### src/rtl/bp_nonsynth_trace_replay_mc_if.sv
// Send/recv channel bundle between the replay engine (master) and the bench (slave).
interface bp_nonsynth_trace_replay_mc_if #(
  parameter int channels_p      = 2,
  parameter int payload_width_p = 64
);
  logic [channels_p-1:0]                      send_v;
  logic [payload_width_p-1:0]                 send_data;
  logic [channels_p-1:0]                      send_yumi;
  logic [channels_p-1:0]                      recv_v;
  logic [channels_p-1:0][payload_width_p-1:0] recv_data;
  logic [channels_p-1:0]                      recv_ready_and;

  modport master (output send_v, send_data, recv_ready_and,
                  input  send_yumi, recv_v, recv_data);
  modport slave  (input  send_v, send_data, recv_ready_and,
                  output send_yumi, recv_v, recv_data);
endinterface

### src/rtl/bp_nonsynth_trace_replay_mc.sv
// Multi-channel trace replay: walks a combinational ROM of command words,
// issuing sends, checking receives (optionally masked), waiting, and
// flagging mismatches / illegal ops / stall timeouts with sticky status.
module bp_nonsynth_trace_replay_mc #(
  parameter  int payload_width_p   = 64,
  parameter  int rom_addr_width_p  = 10,
  parameter  int channels_p        = 2,
  parameter  int timeout_p         = 4096,
  parameter  int err_count_width_p = 16,
  localparam int ch_w  = (channels_p > 1) ? $clog2(channels_p) : 1,
  localparam int rom_w = 4 + ch_w + 1 + payload_width_p
) (
  input  logic                         clk_i,
  input  logic                         reset_i,
  input  logic                         en_i,
  output logic [rom_addr_width_p-1:0]  rom_addr_o,
  input  logic [rom_w-1:0]             rom_data_i,
  bp_nonsynth_trace_replay_mc_if.master bus_io,
  output logic                         done_o,
  output logic                         error_o,
  output logic                         timeout_o,
  output logic [err_count_width_p-1:0] err_count_o
);

  localparam int STALL_W = (timeout_p > 1) ? $clog2(timeout_p + 1) : 1;
  localparam logic [3:0] OP_NOP = 4'd0, OP_SEND = 4'd1, OP_RECV = 4'd2,
                         OP_WAIT = 4'd3, OP_DONE = 4'd4;

  typedef enum logic [2:0] {eRun, eMask, eWait, eDone, eHalt} state_e;

  state_e                       state_q, state_d;
  logic [rom_addr_width_p-1:0]  pc_q, pc_d;
  logic [15:0]                  wait_q, wait_d;
  logic [STALL_W-1:0]           stall_q, stall_d;
  logic [payload_width_p-1:0]   exp_q, exp_d;
  logic [ch_w-1:0]              ch_q, ch_d;
  logic                         done_q, done_d, error_q, error_d, timeout_q, timeout_d;
  logic [err_count_width_p-1:0] errcnt_q, errcnt_d;

  // ROM word fields
  logic [payload_width_p-1:0] payload;
  logic                       mask_en;
  logic [ch_w-1:0]            ch;
  logic [3:0]                 op;
  logic [4:0]                 ch_ext;
  logic                       legal;
  assign payload = rom_data_i[payload_width_p-1:0];
  assign mask_en = rom_data_i[payload_width_p];
  assign ch      = rom_data_i[payload_width_p+1 +: ch_w];
  assign op      = rom_data_i[payload_width_p+1+ch_w +: 4];
  assign ch_ext  = 5'(ch);
  // Out-of-range channels only matter for ops that touch a channel
  assign legal   = (op <= OP_DONE) &&
                   !(((op == OP_SEND) || (op == OP_RECV)) && (ch_ext >= 5'(channels_p)));

  logic adv, stall, bump;

  // State register: all engine state, asynchronously cleared
  always_ff @(posedge clk_i or posedge reset_i) begin
    if (reset_i) begin
      state_q   <= eRun;
      pc_q      <= '0;
      wait_q    <= '0;
      stall_q   <= '0;
      exp_q     <= '0;
      ch_q      <= '0;
      done_q    <= 1'b0;
      error_q   <= 1'b0;
      timeout_q <= 1'b0;
      errcnt_q  <= '0;
    end else begin
      state_q   <= state_d;
      pc_q      <= pc_d;
      wait_q    <= wait_d;
      stall_q   <= stall_d;
      exp_q     <= exp_d;
      ch_q      <= ch_d;
      done_q    <= done_d;
      error_q   <= error_d;
      timeout_q <= timeout_d;
      errcnt_q  <= errcnt_d;
    end
  end

  // Next state: decode, handshake completion, stall timeout, error counting
  always_comb begin
    state_d   = state_q;
    pc_d      = pc_q;
    wait_d    = wait_q;
    stall_d   = stall_q;
    exp_d     = exp_q;
    ch_d      = ch_q;
    done_d    = done_q;
    error_d   = error_q;
    timeout_d = timeout_q;
    errcnt_d  = errcnt_q;
    adv       = 1'b0;
    stall     = 1'b0;
    bump      = 1'b0;
    if (en_i) begin
      case (state_q)
        eRun: begin
          if (!legal) begin
            bump = 1'b1;
            adv  = 1'b1;
          end else begin
            case (op)
              OP_NOP:  adv = 1'b1;
              OP_SEND: if (bus_io.send_yumi[ch]) adv = 1'b1; else stall = 1'b1;
              OP_RECV: begin
                if (mask_en) begin
                  // PC steps onto the mask word; the compare happens in eMask
                  exp_d   = payload;
                  ch_d    = ch;
                  state_d = eMask;
                  adv     = 1'b1;
                end else if (bus_io.recv_v[ch]) begin
                  adv  = 1'b1;
                  bump = |(bus_io.recv_data[ch] ^ payload);
                end else begin
                  stall = 1'b1;
                end
              end
              OP_WAIT: begin
                if (payload[15:0] == 16'd0) adv = 1'b1;
                else begin
                  wait_d  = payload[15:0];
                  state_d = eWait;
                end
              end
              OP_DONE: begin
                state_d = eDone;
                done_d  = 1'b1;
              end
              default: ;
            endcase
          end
        end
        eMask: begin
          if (bus_io.recv_v[ch_q]) begin
            adv     = 1'b1;
            state_d = eRun;
            bump    = |((bus_io.recv_data[ch_q] ^ exp_q) & payload);
          end else begin
            stall = 1'b1;
          end
        end
        eWait: begin
          wait_d = wait_q - 1'b1;
          if (wait_q == 16'd1) begin
            adv     = 1'b1;
            state_d = eRun;
          end
        end
        default: ;
      endcase
    end
    if (adv) begin
      pc_d    = pc_q + 1'b1;
      stall_d = '0;
    end else if (stall) begin
      stall_d = stall_q + 1'b1;
      if ((timeout_p != 0) && (stall_d == STALL_W'(timeout_p))) begin
        state_d   = eHalt;
        timeout_d = 1'b1;
        error_d   = 1'b1;
      end
    end
    if (bump) begin
      error_d = 1'b1;
      if (~&errcnt_q) errcnt_d = errcnt_q + 1'b1;
    end
  end

  // Outputs: one-hot valid/ready straight from state + current ROM word
  always_comb begin
    bus_io.send_v         = '0;
    bus_io.send_data      = '0;
    bus_io.recv_ready_and = '0;
    if (en_i && !reset_i) begin
      case (state_q)
        eRun: begin
          if (legal && (op == OP_SEND)) begin
            bus_io.send_v[ch] = 1'b1;
            bus_io.send_data  = payload;
          end
          if (legal && (op == OP_RECV) && !mask_en) bus_io.recv_ready_and[ch] = 1'b1;
        end
        eMask:   bus_io.recv_ready_and[ch_q] = 1'b1;
        default: ;
      endcase
    end
  end

  assign rom_addr_o  = pc_q;
  assign done_o      = done_q;
  assign error_o     = error_q;
  assign timeout_o   = timeout_q;
  assign err_count_o = errcnt_q;

endmodule
### src/flat_wrapper.sv
// flat-port wrapper written by rule: the top's interface ports become plain ports
module bp_nonsynth_trace_replay_mc_flat 
#(
  parameter  int payload_width_p   = 64,
  parameter  int rom_addr_width_p  = 10,
  parameter  int channels_p        = 2,
  parameter  int timeout_p         = 4096,
  parameter  int err_count_width_p = 16,
  localparam int ch_w  = (channels_p > 1) ? $clog2(channels_p) : 1,
  localparam int rom_w = 4 + ch_w + 1 + payload_width_p
)
  (clk_i, reset_i, en_i, rom_addr_o, rom_data_i, done_o, error_o, timeout_o, err_count_o, bus_io_send_v, bus_io_send_data, bus_io_recv_ready_and, bus_io_send_yumi, bus_io_recv_v, bus_io_recv_data);
  bp_nonsynth_trace_replay_mc_if #(.channels_p(channels_p), .payload_width_p(payload_width_p)) bus_io_i ();
  input  logic clk_i;
  input  logic reset_i;
  input  logic en_i;
  output logic [rom_addr_width_p-1:0] rom_addr_o;
  input  logic [rom_w-1:0] rom_data_i;
  output logic done_o;
  output logic error_o;
  output logic timeout_o;
  output logic [err_count_width_p-1:0] err_count_o;
  output wire logic [$bits(bus_io_i.send_v)-1:0] bus_io_send_v;
  output wire logic [$bits(bus_io_i.send_data)-1:0] bus_io_send_data;
  output wire logic [$bits(bus_io_i.recv_ready_and)-1:0] bus_io_recv_ready_and;
  input wire logic [$bits(bus_io_i.send_yumi)-1:0] bus_io_send_yumi;
  input wire logic [$bits(bus_io_i.recv_v)-1:0] bus_io_recv_v;
  input wire logic [$bits(bus_io_i.recv_data)-1:0] bus_io_recv_data;
  assign bus_io_send_v = bus_io_i.send_v;
  assign bus_io_send_data = bus_io_i.send_data;
  assign bus_io_recv_ready_and = bus_io_i.recv_ready_and;
  assign bus_io_i.send_yumi = bus_io_send_yumi;
  assign bus_io_i.recv_v = bus_io_recv_v;
  assign bus_io_i.recv_data = bus_io_recv_data;
  bp_nonsynth_trace_replay_mc #(.payload_width_p(payload_width_p), .rom_addr_width_p(rom_addr_width_p), .channels_p(channels_p), .timeout_p(timeout_p), .err_count_width_p(err_count_width_p)) u_core (.clk_i(clk_i), .reset_i(reset_i), .en_i(en_i), .rom_addr_o(rom_addr_o), .rom_data_i(rom_data_i), .bus_io(bus_io_i), .done_o(done_o), .error_o(error_o), .timeout_o(timeout_o), .err_count_o(err_count_o));
endmodule
### config.mk
export PLATFORM = sky130hd
export DESIGN_NAME = bp_nonsynth_trace_replay_mc_flat
export DESIGN_NICKNAME = d
export VERILOG_FILES = /design/src/rtl/bp_nonsynth_trace_replay_mc_if.sv /design/src/rtl/bp_nonsynth_trace_replay_mc.sv /design/src/flat_wrapper.sv
export SDC_FILE = /design/constraint.sdc
export NUM_CORES = 1
export LEC_CHECK = 0
export ABC_AREA = 1
export CORE_MARGIN = 4
export CORE_UTILIZATION = 41
export CTS_BUF_LIST = sky130_fd_sc_hd__clkbuf_2 sky130_fd_sc_hd__clkbuf_4 sky130_fd_sc_hd__clkbuf_8
export CTS_CLUSTER_DIAMETER = 80
export DETAILED_ROUTE_END_ITERATION = 8
export MAX_ROUTING_LAYER = met4
export PLACE_DENSITY = 0.7
export SLEW_MARGIN = 10
export SYNTH_ARGS = -nofsm -noshare
export SYNTH_HDL_FRONTEND = slang
export SYNTH_SLANG_ARGS = --single-unit
export TNS_END_PERCENT = 10
### constraint.sdc
create_clock -name clk_i -period 6.1 [get_ports clk_i]
set_clock_uncertainty 0.05 [all_clocks]
set_input_delay 0.915 -clock clk_i [delete_from_list [all_inputs] [get_ports clk_i]]
set_output_delay 0.915 -clock clk_i [all_outputs]
set_load 0.1 [all_outputs]
Word-level counts from Yosys, hierarchy flattened
Index checks and enable logic that the tools add are counted.
W data, S select, Z words.
- bits in registers: 126
- bits in latches: 0
- bits in writable memories: 0
- memory bits (read-only): 0
- output and inout bits: 97
- memories kept: 0
- add/sub/neg operators: 4
- multipliers: 0
- divide/modulo/power cells: 0
- $lt $le $gt $ge: 6
- eq/ne operators: 12
- shift operators: 0
- muxes and demuxes: 69
- bitwise logic cells: 5
- reductions and logical operators: 28
- operators by type and width (kind ; number):
    $mux W64 ; 7
    $reduce_or A64 Y1 ; 2
    $xor A64 B64 Y64 ; 2
    $and A64 B64 Y64 ; 1
    $mux W16 ; 3
    $mux W1 ; 32
    $pmux W16 S2 ; 1
    $mux W3 ; 9
    $mux W13 ; 2
    $pmux W3 S3 ; 2
    $add A16 B1 Y16 const B ; 1
    $eq A16 B1 Y1 const B ; 1
    $logic_not A16 Y1 ; 1
    $reduce_and A16 Y1 ; 1
    $sub A16 B1 Y16 const B ; 1
    $add A13 B1 Y13 const B ; 1
    $eq A13 B13 Y1 const B ; 1
    $add A10 B1 Y10 const B ; 1
    $mux W2 ; 5
    $reduce_and A5 Y1 ; 2
    $eq A4 B2 Y1 const B ; 2
    $logic_and A1 B1 Y1 ; 8
    $reduce_bool A2 Y1 ; 4
    $pmux W1 S2 ; 3
    22 further kinds ; 31

Logic depth before layout (Yosys ltp)
- word-level depth: 12
- gate-level depth with buffers: 20
- mapped depth without buffers: 17

Worst setup path before layout
OpenSTA, ideal clock, no wires.
- kind: input to output
- from: input reset_i
- to: output bus_io_send_data[44]
- arrival: 6430 ps
- setup slack: -1295 ps
- stages: 5
- cells stage by stage: inv_1 -> nand3_1 -> clkbuf_1 -> buf_1 -> nor3_1
- word-level cells in the longest chain between the ends: 3
- ends and longest elaborated chain (element ; line ; text):
    start, declared ; flat_wrapper.sv:15 ; input logic reset_i;
    $logic_not A1 Y1 (no source line) ; -- ;
    $logic_and A1 B1 Y1 ; bp_nonsynth_trace_replay_mc.sv:180 ; if (en_i && !reset_i) begin
    $mux W64 ; bp_nonsynth_trace_replay_mc.sv:180 ;
    end, declared ; flat_wrapper.sv:24 ; output wire logic [$bits(bus_io_i.send_data)-1:0] bus_io_send_data;
No other way between the ends.

Final worst setup path
- from: input rom_data_i[69]
- to: output bus_io_send_data[24]
- word-level cells in the longest chain between the ends: 9
- elaborated cells between the ends (all ways): 11
- classes of those cells: order compare: 1; eq/ne: 2; mux: 3; reduce/logical: 5
- ends and longest elaborated chain (element ; line ; text):
    start, declared ; flat_wrapper.sv:18 ; input logic [rom_w-1:0] rom_data_i;
    $eq A4 B1 Y1 / $eq A4 B2 Y1 (equally long branches) ; bp_nonsynth_trace_replay_mc.sv:54, bp_nonsynth_trace_replay_mc.sv:183 ;
    $logic_or A1 B1 Y1 ; bp_nonsynth_trace_replay_mc.sv:54 ; !(((op == OP_SEND) || (op == OP_RECV)) && (ch_ext >= 5'(channels_p)));
    $logic_and A1 B1 Y1 ; bp_nonsynth_trace_replay_mc.sv:54 ;
    $logic_not A1 Y1 ; bp_nonsynth_trace_replay_mc.sv:54 ;
    $logic_and A1 B1 Y1 ; bp_nonsynth_trace_replay_mc.sv:53 ; assign legal = (op <= OP_DONE) &&
    $logic_and A1 B1 Y1 * ; bp_nonsynth_trace_replay_mc.sv:183 ; if (legal && (op == OP_SEND)) begin
    $mux W64 * ; bp_nonsynth_trace_replay_mc.sv:183 ;
    $mux W64 * ; bp_nonsynth_trace_replay_mc.sv:181 ; case (state_q)
    $mux W64 * ; bp_nonsynth_trace_replay_mc.sv:180 ;
Mark *: on every way between the ends. The rest lies on a longest branch, timed or not.

==> run summary <==
Outcome: finished, final reports clean
Placement Cell Area: 13,800 µm²
Cell taking the most area after synthesis: dfrtp_1
Clk buf depth: 2
Hold buffers post-CTS: 0
CTS tree: done
Fmax: 212 MHz
P_leak: 7.39 nW
Clock Pin Slew Worst Setup and Hold Paths: 80 ps
Largest net degree at the start of global routing: 131
Slowest stage delay, CP: 790 ps
# nets final: 2,307
Number of setup buffers added after CTS: 0
CTS resizes: 0
Critical path endpoint category: primary output
Top cell type's share of synthesized area: 29.0%
Crit-path slowest cell: nand3_2
Max Slew Vio Count: 0
Synth top area cells: dfrtp_1 (29%), nand2_1 (27%), nand3_1 (6.8%)
R2R Path Start: u_core.ch_q$_DFFE_PP0P_
Non-filler cells, final: 2,448
Pre-antenna DRT Iters: 8
Crit path launch type: primary input
CP Data Required Time: 5130 ps
Pwr/cell area: 241 nW/µm²
DR WL/cell: 15.8 µm
Setup repair after global routing missed its margin: no
Critical path class: in2out
Via count: 12,600
Slew headroom: 33.6%
Root buffer cell: clkbuf_8
Fin. Hold Viols: 0
Final setup vio count: 0
Netlist cell types: 48
Row Count: 59
DRC viols: 0
Final Critical Period: 4710 ps
YS warnings: 0
Clk sinks: 126
Vias in the first global route: 11,800
GRT overflow: 0
DR iter-0 viols: 970
Antenna violations before repair: 4
Worst VDD drop: 0.187 mV
Hold Crit Class: reg2reg
Worst-Skew Late Latency: 460 ps
Share of cells above drive strength 1: 6.26%
Routed Antenna Nets: 0
Io pins: 302
Register area: 3150 µm²
Total negative slack: 0 ps
CTS buffer count: 17
Full die area: 29,100 µm²
Most common cell after layout, fill and taps aside: nand2_1
Gpl congestion: 0.898
Mapped Area: 10,900 µm²
Initial Util: 41.7%
H-tree depth: 4
Fin area: 14,300 µm²
Buf/Inv on CP: 4
Core area: 26,100 µm²
Area of the multi-input gates: 6580 µm²
Syn avg cell area: 5.91 µm²
Hold path start: u_core.error_o$_DFFE_PP0P_
Global-route wire length before repair: 60,700 µm
Final HPWL DP: 28,200 µm
Cell count after synthesis: 1,837
Post-synthesis sequential area ratio: 29.0%
Placed cells: 2,412
Crit path DAT: 3750 ps
Max cap viols: 0
Total track usage: 26.6%
# port buffers: 301
Via density: 5.16
Net Count, Synth: 2,048
FF+latch count, synth: 126
Total design power: 3.44 mW
Die X-Extent: 171 µm
Crit path launch: rom_data_i[69]
# fillers: 2,631
Routed WL: 38,700 µm
Worst-Margin Slew: 993 ps
Area growth syn-to-layout: 31.6%
Commonest cells after routing, fill and taps aside: nand2_1 (781), clkdlybuf4s50_1 (232), inv_1 (194)
Tcrit/Tclk final: 77.3%
Critical Path Fanout Max: 37
Final Util: 54.8%
Crit path max-delay family: simple AND/OR/NAND/NOR gates
Die height: 171 µm
Crit path cell chain: clkdlybuf4s50_1, nor2_1, inv_1, nor2_1, nand3_2, buf_4, nor3_1, buf_4
state kept, by name, summed over array words and instances (netlist names):
register	count
u_core.stall_q	13
u_core.err_count_o	16
u_core.exp_q	64
u_core.ch_q	1
u_core.rom_addr_o	10
u_core.state_q	3
u_core.timeout_o	1
u_core.wait_q	16
u_core.error_o	1
u_core.done_o	1
Yosys cell counts (all sizes together):
master	instances
nand3b	44
nor2	121
dfrtp	126
o21bai	1
buf	35
o21ai	110
nor3b	1
nand4	27
a31oi	3
xnor2	9
a21boi	3
nor3	90
nand3	149
mux2	3
or2	6
xor2	24
a2bb2oi	2
a21o	1
nand2	784
o311ai	2
ha	6
a21oi	22
inv	200
o21a	1
a32oi	2
nor4	7
o32ai	2
o211ai	5
a31o	1
o22ai	4
a22oi	11
clkbuf	35
stage by stage:
stage | setup slack [ps] | hold slack, ps
after floorplan | 143 | 409
after global routing | 1180 | 464
after CTS | 1410 | 424
final | 1390 | 422
after detailed placement | 1430 | 405
after global placement | 1540 | 402
routing by layer:
layer | track usage, % | up-vias | routed length [µm]
met1 | 33.7 | 5717 | 16600
met3 | 3.72 | 62 | 2580
met4 | 8.51 | 0 | 1050
li1 | - | 6390 | -
met2 | 44.2 | 454 | 18400
met5 | - | - | 0
cell families after synthesis:
group                    Yosys count  share of synthesized area, %
AND/OR/NAND/NOR                 1229                          48.0
buffers and inverters            270                          10.4
AO/OA/AOI/OAI                    170                          8.85
flip-flops                       126                          29.0
XOR/XNOR                          33                          2.66
adder cells (fa/ha/maj)            6                         0.691
multiplexers                       3                         0.311
worst min-delay path: cells and delay by family, from the launching register on:
kind | cells | cell delay [ps]
AOI/OAI and AO/OA | 1 | 50
and+or+nand+nor | 1 | 50
DFF | 1 | 350
power by group:
| group | internal (mW) | switching (mW) | leakage, nW | total, mW |
|---|---|---|---|---|
| Combinational | 0.484 | 0.990 | 5.51 | 1.47 |
| Sequential | 0.979 | 0.154 | 1.67 | 1.13 |
| Clock | 0.435 | 0.396 | 0.215 | 0.832 |
| Total | 1.90 | 1.54 | 7.39 | 3.44 |
cell type report:
| cell class | instances | share of cell area [%] |
|---|---|---|
| diodes | 4 | 0.0701 |
| repair buffers | 310 | 20.5 |
| multi-input cells | 1441 | 46.1 |
| inverters | 200 | 5.30 |
| well taps | 335 | 2.93 |
| flip-flops and latches | 126 | 22.1 |
| clock inverters | 13 | 1.23 |
| clock buffers | 19 | 1.83 |
final timing paths:
path	to	cells past startpoint	slack [ps]
max in group asynchronous	u_core.ch_q$_DFFE_PP0P_	3	4340
min	u_core.error_o$_DFFE_PP0P_	2	420
max reg2reg	u_core.err_count_o[0]$_DFFE_PP0P_	16	2640
max	bus_io_send_data[24]	8	1390
min reg2reg	u_core.error_o$_DFFE_PP0P_	2	420
min in group asynchronous	u_core.rom_addr_o[1]$_DFFE_PP0N_	3	1100
(Power assumes the default switching activity.)
